**src/rtl/uart_rx_fifo.sv**
```systemverilog
// Receive FIFO between the UART deserializer and the CPU IO read port.
// Bytes are pushed on rx_valid pulses; the CPU pops through a registered read port.
module uart_rx_fifo #(
  parameter int DEPTH = 16,
  parameter int AW    = 4
) (
  input  logic        clk,
  input  logic        resetn,
  input  logic        rx_valid,
  input  logic [7:0]  rx_byte,
  input  logic        rd_strb,
  input  logic        rd_sel,
  input  logic        clr_ovr,
  output logic [31:0] rd_data,
  output logic [31:0] status,
  output logic        irq
);

  localparam logic [AW:0] FULL_CNT = (AW+1)'(DEPTH);
  localparam int          CNT_PAD  = 13 - (AW + 1);

  logic [DEPTH-1:0][7:0] mem_q;
  logic [AW-1:0]         wr_ptr_q, wr_ptr_d;
  logic [AW-1:0]         rd_ptr_q, rd_ptr_d;
  logic [AW:0]           count_q, count_d;
  logic                  ovr_q, ovr_d;
  logic [31:0]           rd_data_q, rd_data_d;
  logic                  irq_q, irq_d;

  logic empty, full, rd_req, pop, push, ovr_evt;
  logic [7:0] rd_byte;

  assign empty   = (count_q == '0);
  assign full    = (count_q == FULL_CNT);
  assign rd_req  = rd_strb & rd_sel;
  assign pop     = rd_req & ~empty;
  // A pop on the same edge frees the slot, so a full FIFO still accepts the byte.
  assign push    = rx_valid & (~full | pop);
  assign ovr_evt = rx_valid & full & ~pop;
  assign rd_byte = empty ? 8'h00 : mem_q[rd_ptr_q];

  always_comb begin
    wr_ptr_d  = wr_ptr_q;
    rd_ptr_d  = rd_ptr_q;
    count_d   = count_q;
    rd_data_d = rd_data_q;
    if (push) wr_ptr_d = wr_ptr_q + AW'(1);
    if (pop)  rd_ptr_d = rd_ptr_q + AW'(1);
    case ({push, pop})
      2'b10:   count_d = count_q + (AW+1)'(1);
      2'b01:   count_d = count_q - (AW+1)'(1);
      default: count_d = count_q;
    endcase
    if (rd_req) rd_data_d = {23'b0, ~empty, rd_byte};
    // Set beats clear when both land on the same edge.
    if (ovr_evt)      ovr_d = 1'b1;
    else if (clr_ovr) ovr_d = 1'b0;
    else              ovr_d = ovr_q;
    irq_d = (count_d != '0);
  end

  always_ff @(posedge clk or negedge resetn) begin
    if (!resetn) begin
      wr_ptr_q  <= '0;
      rd_ptr_q  <= '0;
      count_q   <= '0;
      ovr_q     <= 1'b0;
      rd_data_q <= '0;
      irq_q     <= 1'b0;
    end else begin
      wr_ptr_q  <= wr_ptr_d;
      rd_ptr_q  <= rd_ptr_d;
      count_q   <= count_d;
      ovr_q     <= ovr_d;
      rd_data_q <= rd_data_d;
      irq_q     <= irq_d;
    end
  end

  // Storage needs no reset; contents are only observed behind count.
  always_ff @(posedge clk) begin
    if (push) mem_q[wr_ptr_q] <= rx_byte;
  end

  assign rd_data = rd_data_q;
  assign irq     = irq_q;
  assign status  = {16'b0, {CNT_PAD{1'b0}}, count_q, ovr_q, full, ~empty};

endmodule

```
**config.mk**
```make
export PLATFORM = sky130hd
export DESIGN_NAME = uart_rx_fifo
export DESIGN_NICKNAME = d
export VERILOG_FILES = /design/src/rtl/uart_rx_fifo.sv
export SDC_FILE = /design/constraint.sdc
export NUM_CORES = 1
export LEC_CHECK = 0
export ABC_AREA = 1
export BUFFER_PORTS_ARGS = -buffer_cell sky130_fd_sc_hd__buf_2
export CAP_MARGIN = 20
export CORE_ASPECT_RATIO = 1.4
export CORE_MARGIN = 1.5
export CORE_UTILIZATION = 30
export CTS_CLUSTER_DIAMETER = 150
export CTS_CLUSTER_SIZE = 20
export DETAILED_ROUTE_END_ITERATION = 8
export HOLD_SLACK_MARGIN = 0.08
export SYNTH_ARGS = -nofsm -noshare
export SYNTH_HDL_FRONTEND = slang
export SYNTH_SLANG_ARGS = --single-unit
```
**constraint.sdc**
```tcl
create_clock -name clk -period 3.1 [get_ports clk]
set_input_delay 0.465 -clock clk [delete_from_list [all_inputs] [get_ports clk]]
set_output_delay 0.465 -clock clk [all_outputs]
set_load 0.1 [all_outputs]
```
# Word-level counts from Yosys, hierarchy flattened
# Cells that the tools add are included.
[totals] output_inout_bits=65 wordCells=54 in_bits=14 register_bits=152
[classes] muxes=9 n_reduce_logical=4 addsub=4 n_eq_ne=3 n_lt_le_gt_ge=3 bitwise=9
[op_table] op="$bwmux W128" n=1
[op_table] op="$bmux W8 S4" n=1
[op_table] op="$demux W8 S4" n=1
[op_table] op="$mux W8" n=3
[op_table] op="$lt A4 B5 Y1 const B" n=2
[op_table] op="$pmux W5 S2" n=1
[op_table] op="$add A4 B1 Y4 const B" n=2
[op_table] op="$add A5 B1 Y5 const B" n=1
[op_table] op="$and A1 B1 Y1" n=5
[op_table] op="$eq A5 B5 Y1 const B" n=1
[op_table] op="$logic_not A5 Y1" n=1
[op_table] op="$reduce_bool A5 Y1" n=1
[op_table] op="$sub A5 B1 Y5 const B" n=1
[op_table] op="$ge A4 B1 Y1 const B" n=1
[op_table] op="$not A1 Y1" n=3
[op_table] op="$eq A2 B1 Y1 const B" n=1
[op_table] op="$eq A2 B2 Y1 const B" n=1
[op_table] op="$mux W1" n=2
[op_table] op="$reduce_bool A2 Y1" n=1
[op_table] op="$logic_and A1 B1 Y1" n=1
[op_table] op="$or A1 B1 Y1" n=1

# Longest topological paths before layout
[depth] ltp_word=8 depth_mapped=21

# Worst setup path after synthesis
# Ideal clock, no wire load.
[synth_path] path_kind="register to register" from="reg count_q[2]" to="reg irq_q (netlist: irq)" setup_ps=119 stages_incl_launch_ff=17 synth_period_minus_slack_ps=3953 setup_slack_ps=-853 arrival_ps=3834 n_path_buf=1 cell_sequence="dfrtp_1 > inv_1 > nand4_1 > nand2_1 > inv_1 > buf_6 > ha_1 > nand2_1 > inv_1 > nor2_1 > ha_1 > nand2_1 > nand2_1 > nor2_1 > o211ai_1 > nor2_1 > nand2_1"
[synth_via] elab_chain_cells=8 word_cells_on_any_way=13 classes_between="add/sub (2); eq/ne (3); mux (1); bitwise (5); reduce/logical (2)"
[synth_lines] item="start: declaration" line="25" text="logic [AW:0] count_q, count_d;"
[synth_lines] item="start signal: assignment" line="73" text="count_q <= count_d;"
[synth_lines] item="$logic_not A5 Y1 *" line="33" text="assign empty = (count_q == '0);"
[synth_lines] item="$not A1 Y1 *"
[synth_lines] item="net status[0]" line="15" text="output logic [31:0] status,"
[synth_lines] item="$and A1 B1 Y1 *" line="36" text="assign pop = rd_req & ~empty;"
[synth_lines] item="net pop" line="30" text="logic empty, full, rd_req, pop, push, ovr_evt;"
[synth_lines] item="$or A1 B1 Y1" line="38" text="assign push = rx_valid & (~full | pop);"
[synth_lines] item="$and A1 B1 Y1" line="38"
[synth_lines] item="$eq A2 B1 Y1 / $eq A2 B2 Y1 (equally long branches)" line="49" text="case ({push, pop})"
[synth_lines] item="$pmux W5 S2 *" line="49"
[synth_lines] item="net count_d[1]" line="25"
[synth_lines] item="$reduce_bool A5 Y1 *" line="59" text="irq_d = (count_d != '0);"
[synth_lines] item="net irq_d" line="28" text="logic irq_q, irq_d;"
[synth_lines] item="end signal: assignment" line="76" text="irq_q <= irq_d;"
[synth_lines] item="end: declaration" line="28"
# The timed path passes the listed nets; every way through them passes the cells marked *.
# A chain may end at the register's enable or synchronous reset.

# Final worst setup path
[layout_path] from="reg count_q[2]" to="reg irq_q (netlist: irq)"
[layout_via] elab_chain_cells=8 word_cells_on_any_way=13 classes_between="add/sub (2); eq/ne (3); mux (1); bitwise (5); reduce/logical (2)"
[layout_lines] item="$logic_not A5 Y1" line="33"
[layout_lines] item="$not A1 Y1" line="36"
[layout_lines] item="$and A1 B1 Y1" line="36"
[layout_lines] item="$or A1 B1 Y1" line="38"
[layout_lines] item="$and A1 B1 Y1" line="38"
[layout_lines] item="$eq A2 B1 Y1 / $eq A2 B2 Y1 (equally long branches)" line="49"
[layout_lines] item="$pmux W5 S2 *" line="49"
[layout_lines] item="$reduce_bool A5 Y1 *" line="59"
[layout_lines] item="net irq_d" line="28"
# Marks and branches as above.

==> metrics <==
Setup crit end kind=register; detailed placement HPWL=10100 um; f_max=0.426 GHz; Power Density=1040 nW/um^2; MaxCap Viol Count=0; CP top delay family=simple AND/OR/NAND/NOR gates; Post-CTS Hold Buffers=1; post-CTS resize count=0; delay of the slowest cell on the worst path=480 ps; met1 usage in global routing=0.148; Worst-path clk slew=60 ps; CP startpoint kind=register; CTS H-tree depth=4; DRT Pass-1 Iters=4; Clk Latency, worst-skew pair=420 ps; ys flop type=edfxtp_1; min Tclk post-route=2350 ps; Pleak=0.00298 uW; met3 Usage GRT=0.0273; GR Overflow Total=0; simple-gate portion of the synthesized area=0.168; crit path DAT=2660 ps; Max Slew Vio Count=0; share of cells above drive strength 1=0.178; RSZ-0062 raised after global routing=no; GPL Wtd Cong=0.830; DRT iter0 DRCs=237; IO Count=79; vias in the first global route=4475; final setup violation count=0; Initial Utilization=0.305; Slew @ Worst Pin=768 ps; DR vias=4381; Sum Neg Setup Slack=0 ps; clock skew=8.20 ps; Min-Delay Path Class=primary input to register; first-pass GRT wire length=24300 um; Final Util=0.349; number of synthesized flops with an enable pin=128; outcome=finished clean; post-synthesis compound-gate area fraction=0.0615; core area=22500 sq um; Req. time, crit path=3410 ps; largest family of logic cells by synthesized area=simple AND/OR/NAND/NOR gates; floorplan row count=65; Port Buf Inserts=31; crit path cell chain=inv_1, nand3_1, nor2_2, nand2_1, nand2_2, ha_4, nand2_1, inv_1, nor2_2, ha_2, inv_1, nand2_1, nor2_1, nor2_1, nand2_1, o211ai_1, nor2_1, nand2_1; busiest grt layer=met2; largest net degree at the start of global routing=54; Ys Warns=0; post-route clock period utilization=0.758; ant diodes=0; Max stage delay cell, worst path=dfrtp_4; Layout Area Growth over Synthesis=14.3%; dominant cell type by area after synthesis=edfxtp_1; Final nets=688; slew margin rel.=0.487; syn_area_per_cell=11.0 sq um; Worst R2R Setup Slack=750 ps; mux contribution to synthesized area=0; Yosys top cell area share=0.559; antenna violations before repair=0; fillcell total=2215; die width=131 um; drt wl/cell=15.6 um; Total GRT Usage=0.139; xor/xnor share of the synthesized area=0.00892; Yosys reg bits=152; total wire length=15200 um; Synth cell types=25; CTS Sinks=152; Post-synth ARST share=0.158; Crit Path Class=register to register; buffer and inverter count on the worst path=3; Setup Buffers After CTS=0; Cells after Synth=622; post-synthesis sequential area ratio=0.647; clock buffer depth=2; worst-path fanout max=6; Die Area=23800 sq um; TritonCTS clock tree=yes; top cells by area, synth=edfxtp_1, dfrtp_1, nor2_1, buf_4, nand2_1; CTS Root Cell=clkbuf_16; vias per inst=4.47; crit-path most repeated cell=nand2_1; DIE HEIGHT=182 um; Final Hold Viols=0; total CTS buffers=17; Max IR drop VDD=1.01 mV; synthesized area=6870 sq um; number of remaining DRC errors=0; Detail Route Antenna Nets=0; routing usage on met2=0.252; post-synthesis adder-cell area fraction=0.0146
-- kinds of logic (layout without fill, tap and decap cells) --
kind of cell | Yosys count | count (layout)
adder cells (fa/ha/maj) | 8 | 8
XOR/XNOR | 7 | 7
flip-flops | 152 | 152
other | 1 | 47
AND/OR/NAND/NOR | 272 | 272
buffers and inverters | 102 | 113
AO/OA/AOI/OAI | 80 | 80
-- registers in the layout, indices dropped and copies added (netlist names) --
register and flops:
ovr_q 1, mem_q 128, count_q 5, irq 1
rd_data 9, rd_ptr_q 4, wr_ptr_q 4
-- synthesized netlist by cell type, types with 8 or more instances --
library cell    n
inv_1          21
dfrtp_1        24
nor2_1        114
nor3_1         12
nand2_1        74
ha_1            8
buf_6          12
nor2_2         20
buf_4          54
o211ai_1        9
o21ai_1        38
nand3_1        49
o21ai_0        32
edfxtp_1      128
-- layout by cell type (no fill, tap or decap), types with 3 or more instances in the layout --
master      count
nand3_1        49
o211ai_1        9
clkinv_1        4
conb_1         47
nor2_2         22
nor3_1         12
clkinv_4        3
bufinv_16       4
clkinvlp_4      4
o21ai_0        32
xor2_1          6
clkbuf_16      17
dfrtp_4         3
inv_2           3
edfxtp_1      128
buf_2          31
dfrtp_1        18
o21ai_1        38
nand2_1        72
nand2_2         3
buf_4          23
dfrtp_2         3
nor2_1        112
ha_1            6
inv_1          20
-- power breakdown --
part / total, uW / switching [uW] / internal (uW) / leakage, uW
Combinational: 3260 / 2490 / 764 / 0.00124
Clock: 2170 / 821 / 1350 / 0.000291
Sequential: 2750 / 215 / 2540 / 0.00144
Total: 8180 / 3530 / 4650 / 0.00298
-- worst reg2reg max path, cell delays in order (launching register included) --
cell and delay, ps:
dfrtp_4 480, inv_1 160, nand3_1 120, nor2_2 140, nand2_1 100, nand2_2 140, ha_4 180, nand2_1 50
inv_1 70, nor2_2 50, ha_2 170, inv_1 50, nand2_1 70, nor2_1 120, nor2_1 50, nand2_1 70
o211ai_1 90, nor2_1 90, nand2_1 50
-- metal layers --
metal / share of wire / vias up / wire length, um
li1: - / 2116 / -
met1: 0.37 / 2078 / 5620
met2: 0.55 / 160 / 8370
met3: 0.046 / 27 / 701
met4: 0.037 / 0 / 561
met5: 0 / - / 0
-- layout make-up --
class	instances	area, sq um	share of cell area
Sequential cell	152	4460	0.568
Timing Repair Buffer	56	358	0.0456
Multi-Input combinational cell	414	1940	0.247
Clock inverter	15	201	0.0256
Tap cell	301	377	0.0479
Inverter	25	93.8	0.0119
Clock buffer	17	425	0.0542
-- final timing paths --
| path | from | cells past startpoint | to |
|---|---|---|---|
| min | clr_ovr | 2 | ovr_q$_DFFE_PN0P_ |
| min in group asynchronous | resetn | 2 | count_q[0]$_DFF_PN0_ |
| max in group asynchronous | resetn | 2 | count_q[2]$_DFF_PN0_ |
| min reg2reg | rd_data[6]$_DFFE_PN0P_ | 2 | rd_data[6]$_DFFE_PN0P_ |
| max reg2reg | count_q[2]$_DFF_PN0_ | 18 | irq$_DFF_PN0_ |
| max | count_q[2]$_DFF_PN0_ | 18 | irq$_DFF_PN0_ |
-- metrics by stage --
| step | hold slack, ps | worst slack [ps] | power [uW] | area [sq um] | std cells |
|---|---|---|---|---|---|
| after floorplan | 169 | -443 | 5430 | 7080 | 668 |
| after global placement | 481 | 637 | 6050 | 7220 | 947 |
| after detailed placement | 472 | 595 | 6070 | 7220 | 947 |
| after CTS | 209 | 756 | 8260 | 7860 | 980 |
| after global routing | 223 | 492 | 8650 | 7860 | 980 |
| final | 229 | 750 | 8180 | 7860 | 980 |
No activity file was read; power rests on OpenSTA's default activity.
